### config.mk
export PLATFORM = sky130hd
export DESIGN_NAME = seq_divider
export DESIGN_NICKNAME = d
export VERILOG_FILES = /design/src/rtl/seq_divider.sv
export SDC_FILE = /design/constraint.sdc
export NUM_CORES = 1
export LEC_CHECK = 0
export CORE_MARGIN = 5
export CORE_UTILIZATION = 35
export CTS_BUF_LIST = sky130_fd_sc_hd__clkbuf_8
export DETAILED_ROUTE_END_ITERATION = 16
export PLACE_DENSITY = 0.66
export SYNTH_ARGS = -nofsm -noshare
export SYNTH_HDL_FRONTEND = slang
export SYNTH_SLANG_ARGS = --single-unit
### constraint.sdc
create_clock -name clk -period 2.3 [get_ports clk]
set_input_delay 0.46 -clock clk [delete_from_list [all_inputs] [get_ports clk]]
set_output_delay 0.46 -clock clk [all_outputs]
set_load 0.05 [all_outputs]
### src/rtl/seq_divider.sv
// Multi-cycle restoring shift-subtract divider: one quotient bit per clock, start/busy/done handshake.
// Define SIGNED_DIV_EN to add the signed_mode input (two's complement operands).
module seq_divider #(
  parameter int WIDTH = 8,
  parameter int CNT_W = $clog2(WIDTH + 1)
) (
  input  logic             clk,
  input  logic             rst_n,
  input  logic             start,
  input  logic [WIDTH-1:0] dividend,
  input  logic [WIDTH-1:0] divisor,
`ifdef SIGNED_DIV_EN
  input  logic             signed_mode,
`endif
  output logic             busy,
  output logic             done,
  output logic [WIDTH-1:0] quotient,
  output logic [WIDTH-1:0] remainder,
  output logic             div_by_zero
);

  typedef enum logic [1:0] {
    IDLE,
    CALC,
    DONE
  } state_t;

  state_t             state_q, state_d;
  logic [CNT_W-1:0]   cnt_q, cnt_d;
  logic [WIDTH-1:0]   prem_q, prem_d;
  logic [WIDTH-1:0]   shift_q, shift_d;
  logic [WIDTH-1:0]   dvs_q, dvs_d;
  logic [WIDTH-1:0]   quot_q, quot_d;
  logic [WIDTH-1:0]   rem_q, rem_d;
  logic               dbz_q, dbz_d;
`ifdef SIGNED_DIV_EN
  logic               negq_q, negq_d;
  logic               negr_q, negr_d;
`endif

  logic [WIDTH-1:0]   mag_a;
  logic [WIDTH-1:0]   mag_b;
  logic [WIDTH:0]     shifted;
  logic               trial_ok;
  logic [WIDTH-1:0]   trial;
  logic [WIDTH-1:0]   q_next;

  always_comb begin
`ifdef SIGNED_DIV_EN
    mag_a = (signed_mode && dividend[WIDTH-1]) ? (~dividend + 1'b1) : dividend;
    mag_b = (signed_mode && divisor[WIDTH-1])  ? (~divisor + 1'b1)  : divisor;
`else
    mag_a = dividend;
    mag_b = divisor;
`endif
  end

  // partial_rem < divisor, so a non-negative trial always fits back into WIDTH bits
  always_comb begin
    shifted  = {prem_q, shift_q[WIDTH-1]};
    trial_ok = (shifted >= {1'b0, dvs_q});
    trial    = shifted[WIDTH-1:0] - dvs_q;
    q_next   = {shift_q[WIDTH-2:0], trial_ok};
  end

  always_comb begin
    state_d = state_q;
    cnt_d   = cnt_q;
    prem_d  = prem_q;
    shift_d = shift_q;
    dvs_d   = dvs_q;
    quot_d  = quot_q;
    rem_d   = rem_q;
    dbz_d   = dbz_q;
`ifdef SIGNED_DIV_EN
    negq_d  = negq_q;
    negr_d  = negr_q;
`endif
    unique case (state_q)
      IDLE: begin
        if (start) begin
          if (divisor == '0) begin
            state_d = DONE;
            quot_d  = '0;
            rem_d   = '0;
            dbz_d   = 1'b1;
          end else begin
            state_d = CALC;
            cnt_d   = CNT_W'(WIDTH);
            prem_d  = '0;
            shift_d = mag_a;
            dvs_d   = mag_b;
`ifdef SIGNED_DIV_EN
            negq_d  = signed_mode && (dividend[WIDTH-1] ^ divisor[WIDTH-1]);
            negr_d  = signed_mode && dividend[WIDTH-1];
`endif
          end
        end
      end
      CALC: begin
        prem_d  = trial_ok ? trial : shifted[WIDTH-1:0];
        shift_d = q_next;
        cnt_d   = cnt_q - CNT_W'(1);
        if (cnt_q == CNT_W'(1)) begin
          state_d = DONE;
          dbz_d   = 1'b0;
`ifdef SIGNED_DIV_EN
          // signs applied on entry to DONE so signed mode costs no extra cycle
          quot_d  = negq_q ? (~q_next + 1'b1) : q_next;
          rem_d   = negr_q ? (~prem_d + 1'b1) : prem_d;
`else
          quot_d  = q_next;
          rem_d   = prem_d;
`endif
        end
      end
      DONE: begin
        state_d = IDLE;
      end
      default: begin
        state_d = IDLE;
      end
    endcase
  end

  always_ff @(posedge clk or negedge rst_n) begin
    if (!rst_n) begin
      state_q <= IDLE;
      cnt_q   <= '0;
      prem_q  <= '0;
      shift_q <= '0;
      dvs_q   <= '0;
      quot_q  <= '0;
      rem_q   <= '0;
      dbz_q   <= 1'b0;
`ifdef SIGNED_DIV_EN
      negq_q  <= 1'b0;
      negr_q  <= 1'b0;
`endif
    end else begin
      state_q <= state_d;
      cnt_q   <= cnt_d;
      prem_q  <= prem_d;
      shift_q <= shift_d;
      dvs_q   <= dvs_d;
      quot_q  <= quot_d;
      rem_q   <= rem_d;
      dbz_q   <= dbz_d;
`ifdef SIGNED_DIV_EN
      negq_q  <= negq_d;
      negr_q  <= negr_d;
`endif
    end
  end

  assign busy        = (state_q == CALC);
  assign done        = (state_q == DONE);
  assign quotient    = quot_q;
  assign remainder   = rem_q;
  assign div_by_zero = dbz_q;

endmodule

* After elaboration in Yosys (flattened, before gate mapping)
Cells that the tools add are included.
Storage, ports and cells: memories 0, memory bits (writable) 0, word-level logic and storage cells 50, latch bits 0, bits of input ports 19, bits in read-only memories 0, bits in registers 47
Cells by class: $mul 0, $add $sub $neg 2, equal/unequal tests 7, reductions and logical operators 7, magnitude comparators 1, mux-type cells 24, shifts and indexed selects 0, bitwise gates (word level) 1, div/mod/pow operators 0
Operator list (number):
- 8-bit two-way mux | 9
- 8-bit one-hot mux with 2 select lines | 4
- 9-bit by 8-bit greater-or-equal comparator with 1-bit output | 1
- 8-bit logical NOT | 1
- 4-bit two-way mux | 2
- 4-bit one-hot mux with 2 select lines | 1
- 8-bit subtractor | 1
- 2-bit two-way mux | 3
- 2-bit inequality test (second input constant) | 3
- 3-bit AND reduction | 2
- 4-bit by 1-bit equality test with 1-bit output (second input constant) | 1
- 2-bit one-hot mux with 2 select lines | 1
- 4-bit AND reduction | 1
- 4-bit by 1-bit subtractor with 4-bit output (second input constant) | 1
- 1-bit two-way mux | 3
- 2-bit by 1-bit equality test with 1-bit output (second input constant) | 1
- 2-bit equality test (second input constant) | 1
- 2-bit logical NOT | 1
- 2-bit by 1-bit inequality test with 1-bit output (second input constant) | 1
- 1-bit one-hot mux with 2 select lines | 1
- 2-bit AND reduction | 1
- 2-bit nonzero test | 1
- 1-bit NOT | 1

* Depth between registers and ports, before layout
Gate-level depths: netlist of run 1.
depth after elaboration 4, mapped depth 9, gate-level depth less buffers 8

* Worst setup path before layout of run 1
No wires, ideal clock.
path type register to register, start point register prem_q[5], end point register prem_q[2], cell stages (with the launch flop) 8, arrival 1.684 ns, clock period less this slack 1.816 ns, setup time 0.132 ns, slack 0.484 ns, buffers on the path 1, cell sequence dfrtp_1 > ha_1 > a21oi_1 > o221ai_1 > a21oi_2 > buf_4 > mux2i_1 > o21ai_1
Between the ends: cells in the longest elaborated chain, start to end 3
RTL lines:
- start: declaration | line 30 | logic [WIDTH-1:0] prem_q, prem_d;
- start signal: assignment | line 143 | prem_q <= prem_d;
- 9-bit by 8-bit greater-or-equal comparator with 1-bit output | line 61 | trial_ok = (shifted >= {1'b0, dvs_q});
- 8-bit two-way mux | line 101 | prem_d = trial_ok ? trial : shifted[WIDTH-1:0];
- 8-bit one-hot mux with 2 select lines | line 79 | unique case (state_q)
Every way passes these cells. A chain may end at the register's enable or synchronous reset.

* Worst setup path after layout of run 1
start point register state_q[0], end point output done
Between the ends: cells in the longest elaborated chain, start to end 1
RTL lines:
- start: declaration | line 28 | state_t state_q, state_d;
- start signal: assignment | line 141 | state_q <= state_d;
- 2-bit equality test | line 157 | assign done = (state_q == DONE);
- end: declaration | line 16 | output logic done,
Every way passes these cells.

==> results.md, run 1 <==
- Clock Path Buffers: 2
- Tightest Pin Transition: between 0.8 and 0.9 ns
- Critical-path maximum fanout: 5
- Required @ worst endpoint: ~1.8 ns
- Register area: 1180 um2
- Core area: 6680 um2
- Seq cells post-synth: 47
- Fill cell count: 667
- Global-route usage over all layers: 13.9%
- R2R Setup Slk: 0.19 ns
- Crit path max-delay family: buffers and inverters
- Rel. slew slack: 43.9%
- Endpoints failing hold: 0
- Root Driver: clkbuf_8
- Clock buffer count from CTS: 5
- Synthesized Nets: 261
- Mapped Area: 2360 um2
- Worst Clk Skew: ~0.0056 ns
- Die Wd: just over 90 um
- Die footprint: 8490 um2
- DRT iter0 DRCs: 94
- CTS H-tree depth: 2
- Clock transition at path regs: 0.08 ns
- First-pass GRT wire length: 9530 um
- Number of enable flip-flop cells after synthesis: 0
- CTS resizes: 0
- Max Fclk: ~460 MHz
- Post-layout minimum cycle time: roughly 2.2 ns
- Drc violations: 0
- TNS Setup: 0 ns
- Avg Cell Area, Syn: around 10 um2
- Max cap viols: 0
- Synth warn: 0
- Num ports: 38
- Die Ht: 92.1 um
- Initial antenna violation count: 0
- Crit Path Category: reg2out
- DRT antenna net count: 0
- Clock Latency Late Sink: between 0.2 and 0.3 ns
- Worst hold-check path type: in2async
- PortBufs: 37
- Antenna diode count: 0
- Asr flop ratio synth: 100%
- WP depth: 2
- Unrepaired setup endpoints after global routing: false
- CP Cell Sequence: nor2_1, clkdlybuf4s50_1
- Crit path DAT: 1.71 ns
- Syn Inst Count: 231
- Layout cells sized above 1: 11.4%
- CP startpoint kind: flip-flop
- CTS Hold Buffers Added: 0
- Number of global-route vias before repair: 1,927
- Pins Over Slew Limit: 0
- Main synth FF type: dfrtp_1
- Fin crit share: 94.5%
- Final setup vio count: 0
- Num rows: 30
- Final GP Congestion: 0.834
- Critical path's slowest cell: clkdlybuf4s50_1
- Initial core utilization: between 30% and 40%
- Routed WL: roughly 5500 um
- CP endpoint kind: output pin
- Netlist cell types: 45
- Pin count of the biggest net entering global routing: 22
- DR pass1 iterations: 5
- CTS tree: yes
- Clk sinks: 47
- Vias per cell: 5.17
- Avg WL per Cell: roughly 15 um
- Slowest stage delay, CP: 0.81 ns
- Layout area overhead: 26.4%
- Area of the multi-input gates: about 1100 um2
- Total gr overflow: 0
- Crit path buf inv count: 1
- Post-detail-place hpwl: 4290 um
- FF-to-FF path depth: 7
- Layout Nets: 310
- Seq/Total Area, Yosys: 49.8%
- Vias: 1,865
- Postcts setup bufs: 0
- Status: completed
-- per-layer routing --
metal,vias to the layer above,wire length [um],global-route usage (%)
li1,922,-,-
met1,897,2500,18.6
met2,40,2770,22.9
met3,6,201,2.87
met4,0,62,3.47
met5,-,0,0
-- sequential cells by signal, indices dropped and copies added (netlist names) --
name and cells:
state_q 2, shift_q 8, quotient 8, div_by_zero 1
cnt_q 4, dvs_q 8, remainder 8, prem_q 8
-- path summary, 6_finish.rpt --
path | startpoint | to
worst min-delay path | rst_n | dvs_q[0]
worst min register to register | quotient[0] | quotient[0]
min in group clk | quotient[0] | quotient[0]
worst max register to register | prem_q[5] | prem_q[0]
worst max-delay path | state_q[0] | done
max in group asynchronous | rst_n | shift_q[4]
-- through the flow --
| step | utilization, % | area (um2) | setup slack (ns) | cells | hold WS (ns) |
|---|---|---|---|---|---|
| after floorplan | - | 2360 | 0.484 | 231 | 0.164 |
| after global placement | 43.2 | 2880 | 0.0595 | 353 | 0.439 |
| after detailed placement | 43.2 | 2880 | 0.0293 | 353 | 0.444 |
| after CTS | 44.7 | 2980 | 0.115 | 361 | 0.121 |
| after global routing | 44.7 | 2980 | 0.0187 | 361 | 0.143 |
| final | 44.7 | 2980 | 0.127 | 361 | 0.106 |
-- cells by family after synthesis --
logic type | count (synthesis) | synth area share [%]
multiplexers | 7 | 3.13
AO/OA/AOI/OAI | 70 | 20.3
XOR/XNOR | 5 | 1.86
AND/OR/NAND/NOR | 61 | 13.1
flip-flops | 47 | 49.8
adder cells (fa/ha/maj) | 11 | 6.15
buffers and inverters | 30 | 5.62
-- layout by cell type, fill, tap and decap left out, drive strengths merged, types with 2 or more instances in the layout --
cell type      instances
nor2                  13
a21oi                  8
a222oi                 6
xnor2                  2
nand2b                 6
a211oi                 2
nor4                   2
a32oi                  4
o22ai                  4
xor2                   3
clkbuf                 7
nor3b                  3
and2                   2
nor2b                  3
inv                   23
o2111ai                2
nand2                 28
o21a                   2
dfrtp                 47
clkdlybuf4s50         35
a22o                   7
o21ai                 26
buf                   15
mux2                   3
ha                    10
nor3                   2
mux2i                  4
-- layout make-up --
cell class              count  share of cell area (%)
inverters                  22                    2.77
clock inverters             1                   0.126
well taps                  80                    3.35
clock buffers               7                    3.23
repair buffers             50                    15.8
multi-input cells         154                    35.3
flip-flops and latches     47                    39.4
-- cell usage after synthesis (all sizes together) (4+ instances only) --
master  count  area (um2)
a32oi       4        35.0
ha         10         125
mux2i       4        40.0
nand2b      6        37.5
o21ai      26         130
a22o        7        61.3
a21oi       8        47.6
nand2      28         105
inv        22        82.6
nor2       13        53.8
o22ai       4        25.0
buf         7        46.3
a222oi      6        60.1
dfrtp      47        1180
Power of run 1 is not shown: default switching activity piles up to over one toggle a cycle in this logic, so the estimate is an artifact.
==> inputs of run 2 (changes only) <==
ABC_CLOCK_PERIOD_IN_PS = 2300   (was default)
CTS_BUF_LIST = default   (was sky130_fd_sc_hd__clkbuf_8)
==> results.md, run 2 (same netlist as run 1, synthesis figures left out) <==
- Clock buffer count from CTS: 5
- Final setup vio count: 0
- Clock transition at path regs: ~0.080 ns
- Critical path's slowest cell: clkdlybuf4s50_1
- CTS resizes: 0
- Die Wd: slightly above 90 um
- Worst Clk Skew: roughly 0.006 ns
- Antenna diode count: 0
- Routed WL: between 5000 and 6000 um
- Crit path max-delay family: buffers and inverters
- Unrepaired setup endpoints after global routing: false
- Slowest stage delay, CP: about 0.8 ns
- Worst r2r src: prem_q[5]
- Layout cells sized above 1: 11.4%
- Num rows: 30
- Vias per cell: 5.17
- Endpoints failing hold: 0
- Post-layout minimum cycle time: between 2 and 2.5 ns
- Max cap viols: 0
- Initial core utilization: 35.3%
- Layout area overhead: 26.4%
- First-pass GRT wire length: 9530 um
- Number of global-route vias before repair: around 1.9k
- CP Cell Sequence: nor2_1, clkdlybuf4s50_1
- Pins Over Slew Limit: 0
- TNS Setup: 0 ns
- Clock Path Buffers: 2
- Avg WL per Cell: between 15 and 20 um
- Fill cell count: ~670
- Crit path DAT: 1.71 ns
- DR pass1 iterations: 4
- Crit path buf inv count: 1
- Status: completed
- DRT antenna net count: 0
- CTS tree: yes
- Most frequent cells in the layout: dfrtp_1 (47), clkdlybuf4s50_1 (35), nand2_1 (28), o21ai_1 (26), inv_1 (20)
- Tightest Pin Transition: 0.843 ns
- Total gr overflow: 0
- Die footprint: 8490 um2
- Fin crit share: 94.5%
- Clk sinks: 47
- Rel. slew slack: 43.8%
- Core area: approximately 6700 um2
- Layout Nets: 310
- Root Driver: clkbuf_8
- Worst hold-check path type: in2async
- Critical-path maximum fanout: 5
- Drc violations: 0
- DRT iter0 DRCs: 94
- Max Fclk: between 400 and 500 MHz
- Num ports: 38
- Postcts setup bufs: 0
- PortBufs: 37
- CTS H-tree depth: 2
- Critical path origin: state_q[0]
- Commonest non-fill, non-tap cell in the layout: dfrtp_1
- CP endpoint kind: output pin
- CP startpoint kind: flip-flop
- Required @ worst endpoint: 1.84 ns
- CTS Hold Buffers Added: 0
- Final GP Congestion: 0.834
- Die Ht: roughly 92 um
- Pin count of the biggest net entering global routing: 22
- Clock Latency Late Sink: 0.29 ns
- Post-detail-place hpwl: 4290 um
- Vias: 1,866
- Initial antenna violation count: 0
- Global-route usage over all layers: 13.9%
- Crit Path Category: reg2out
[run 2: layout make-up]
class                   count  area (um2)  area share [%]
clock buffers               8         100            3.35
inverters                  22        82.6            2.77
flip-flops and latches     47        1180            39.4
repair buffers             50         473            15.8
multi-input cells         154        1050            35.3
well taps                  80         100            3.35
[run 2: through the flow]
step	utilization (%)	worst slack (ns)	area [um2]	hold slack, ns	instances
2_1_floorplan	-	0.484	2360	0.164	231
6_report	44.7	0.127	2980	0.106	361
3_3_place_gp	43.2	0.0595	2880	0.439	353
3_5_place_dp	43.2	0.0293	2880	0.444	353
4_1_cts	44.7	0.115	2980	0.121	361
5_1_grt	44.7	0.0187	2980	0.143	361
[run 2: routing by layer]
metal  global-route usage (%)  share of wire [%]  vias up
met2                     22.9                 50       44
met3                     2.87                3.8        6
met5                        0                  0        -
met1                     18.6                 45      894
li1                         -                  -      922
met4                     3.47                1.1        0
[run 2: worst paths after layout]
path | cells after the start | slack (ns) | endpoint
min in group clk | 2 | 0.49 | quotient[0]
worst min-delay path | 1 | 0.11 | dvs_q[0]
worst max register to register | 7 | 0.19 | prem_q[0]
worst min register to register | 2 | 0.49 | quotient[0]
max in group asynchronous | 2 | 1.63 | shift_q[4]
worst max-delay path | 2 | 0.13 | done
Power of run 2 is left out for the same reason.
==> inputs of run 3 (changes only) <==
MAX_ROUTING_LAYER = met4   (was default)
==> results.md, run 3 (same netlist as run 1, synthesis figures left out) <==
- Status: completed
- Post-detail-place hpwl: 4290 um
- First-pass GRT wire length: ~9500 um
- Layout Nets: 310
- Slowest stage delay, CP: about 0.81 ns
- CTS tree: yes
- Antenna diode count: 0
- Clock Path Buffers: 2
- Rel. slew slack: 45.5%
- Die Wd: around 90 um
- Pin count of the biggest net entering global routing: 22
- Max cap viols: 0
- WP depth: 2
- PortBufs: 37
- Layout area overhead: 26.4%
- Initial core utilization: 35.3%
- Total gr overflow: 0
- Clock Latency Late Sink: around 0.29 ns
- Tightest Pin Transition: roughly 0.8 ns
- DRT iter0 DRCs: between 100 and 150
- Num rows: 30
- Layout cells sized above 1: 11.4%
- Commonest non-fill, non-tap cell in the layout: dfrtp_1
- Fin crit share: 94.6%
- Fill cell count: approximately 670
- Final setup vio count: 0
- Number of global-route vias before repair: 1,926
- CTS H-tree depth: 2
- CTS Hold Buffers Added: 0
- Crit path buf inv count: 1
- Avg WL per Cell: 15.3 um
- FF-to-FF path depth: 7
- CP endpoint kind: output pin
- Endpoints failing hold: 0
- Die footprint: roughly 8500 um2
- Crit path DAT: between 1.5 and 2 ns
- Final GP Congestion: 0.847
- Drc violations: 0
- R2R Setup Slk: 0.19 ns
- Initial antenna violation count: 0
- Num ports: 38
- CP Cell Sequence: nor2_1, clkdlybuf4s50_1
- CP Capture Point: done
- Global-route usage over all layers: between 10 and 15%
- TNS Setup: 0 ns
- Required @ worst endpoint: 1.84 ns
- Worst hold-check path type: in2async
- Postcts setup bufs: 0
- DR pass1 iterations: 5
- Most frequent cells in the layout: dfrtp_1 (47), clkdlybuf4s50_1 (35), nand2_1 (28), o21ai_1 (26), inv_1 (20)
- Routed WL: 5520 um
- Core area: between 6000 and 7000 um2
- CTS resizes: 0
- CP startpoint kind: flip-flop
- Final std cells w/o fill: 361
- Worst r2r src: prem_q[5]
- Clk sinks: 47
- Critical path's slowest cell: clkdlybuf4s50_1
- Die Ht: 92.1 um
- Crit Path Category: reg2out
- DRT antenna net count: 0
- Critical path origin: state_q[0]
- Unrepaired setup endpoints after global routing: false
- Vias per cell: 5.14
- Crit path max-delay family: buffers and inverters
- Worst Clk Skew: 0.00567 ns
- Max Fclk: 460 MHz
- FF-to-FF End: prem_q[0]
- Critical-path maximum fanout: 5
- Post-layout minimum cycle time: 2.17 ns
- Root Driver: clkbuf_8
- Vias: 1,854
- Placed Cells: 353
- Pins Over Slew Limit: 0
- Clock buffer count from CTS: 5
- Clock transition at path regs: around 0.08 ns
run 3: cell counts in the layout (fill, tap and decap cells not counted):
No cell type changed its count.
run 3: worst min path at each step:
stage | from | to | slack (ns) | cells past startpoint
finish | rst_n | dvs_q[0] | 0.11 | 1
CTS | rst_n | dvs_q[0] | 0.12 | 1
global route | rst_n | dvs_q[0] | 0.14 | 1
global placement | rst_n | dvs_q[0] | 0.44 | 1
floorplan | rst_n | cnt_q[0] | 0.16 | 0
detailed placement | rst_n | dvs_q[0] | 0.44 | 1
run 3: stage by stage:
step / util [%] / area (um2) / setup WS (ns) / hold WS, ns
2_1_floorplan: - / 2360 / 0.484 / 0.164
3_3_place_gp: 43.2 / 2880 / 0.0595 / 0.439
3_5_place_dp: 43.2 / 2880 / 0.0293 / 0.444
4_1_cts: 44.7 / 2980 / 0.115 / 0.121
5_1_grt: 44.7 / 2980 / 0.0169 / 0.136
6_report: 44.7 / 2980 / 0.125 / 0.109
run 3: final cells by class:
type / instances / area, um2 / share of cell area, %
flip-flops and latches: 47 / 1180 / 39.4
multi-input cells: 154 / 1050 / 35.3
repair buffers: 50 / 473 / 15.8
clock buffers: 8 / 100 / 3.35
well taps: 80 / 100 / 3.35
inverters: 22 / 82.6 / 2.77
run 3: per-layer routing:
| metal | part of all wire [%] | GRT usage [%] | up-vias |
|---|---|---|---|
| met3 | 2.8 | 2.63 | 4 |
| met2 | 51 | 22.9 | 37 |
| met5 | 0 | - | - |
| met1 | 46 | 18.6 | 892 |
| met4 | 0.76 | 3.84 | 0 |
| li1 | - | - | 921 |
Power of run 3 is left out for the same reason.
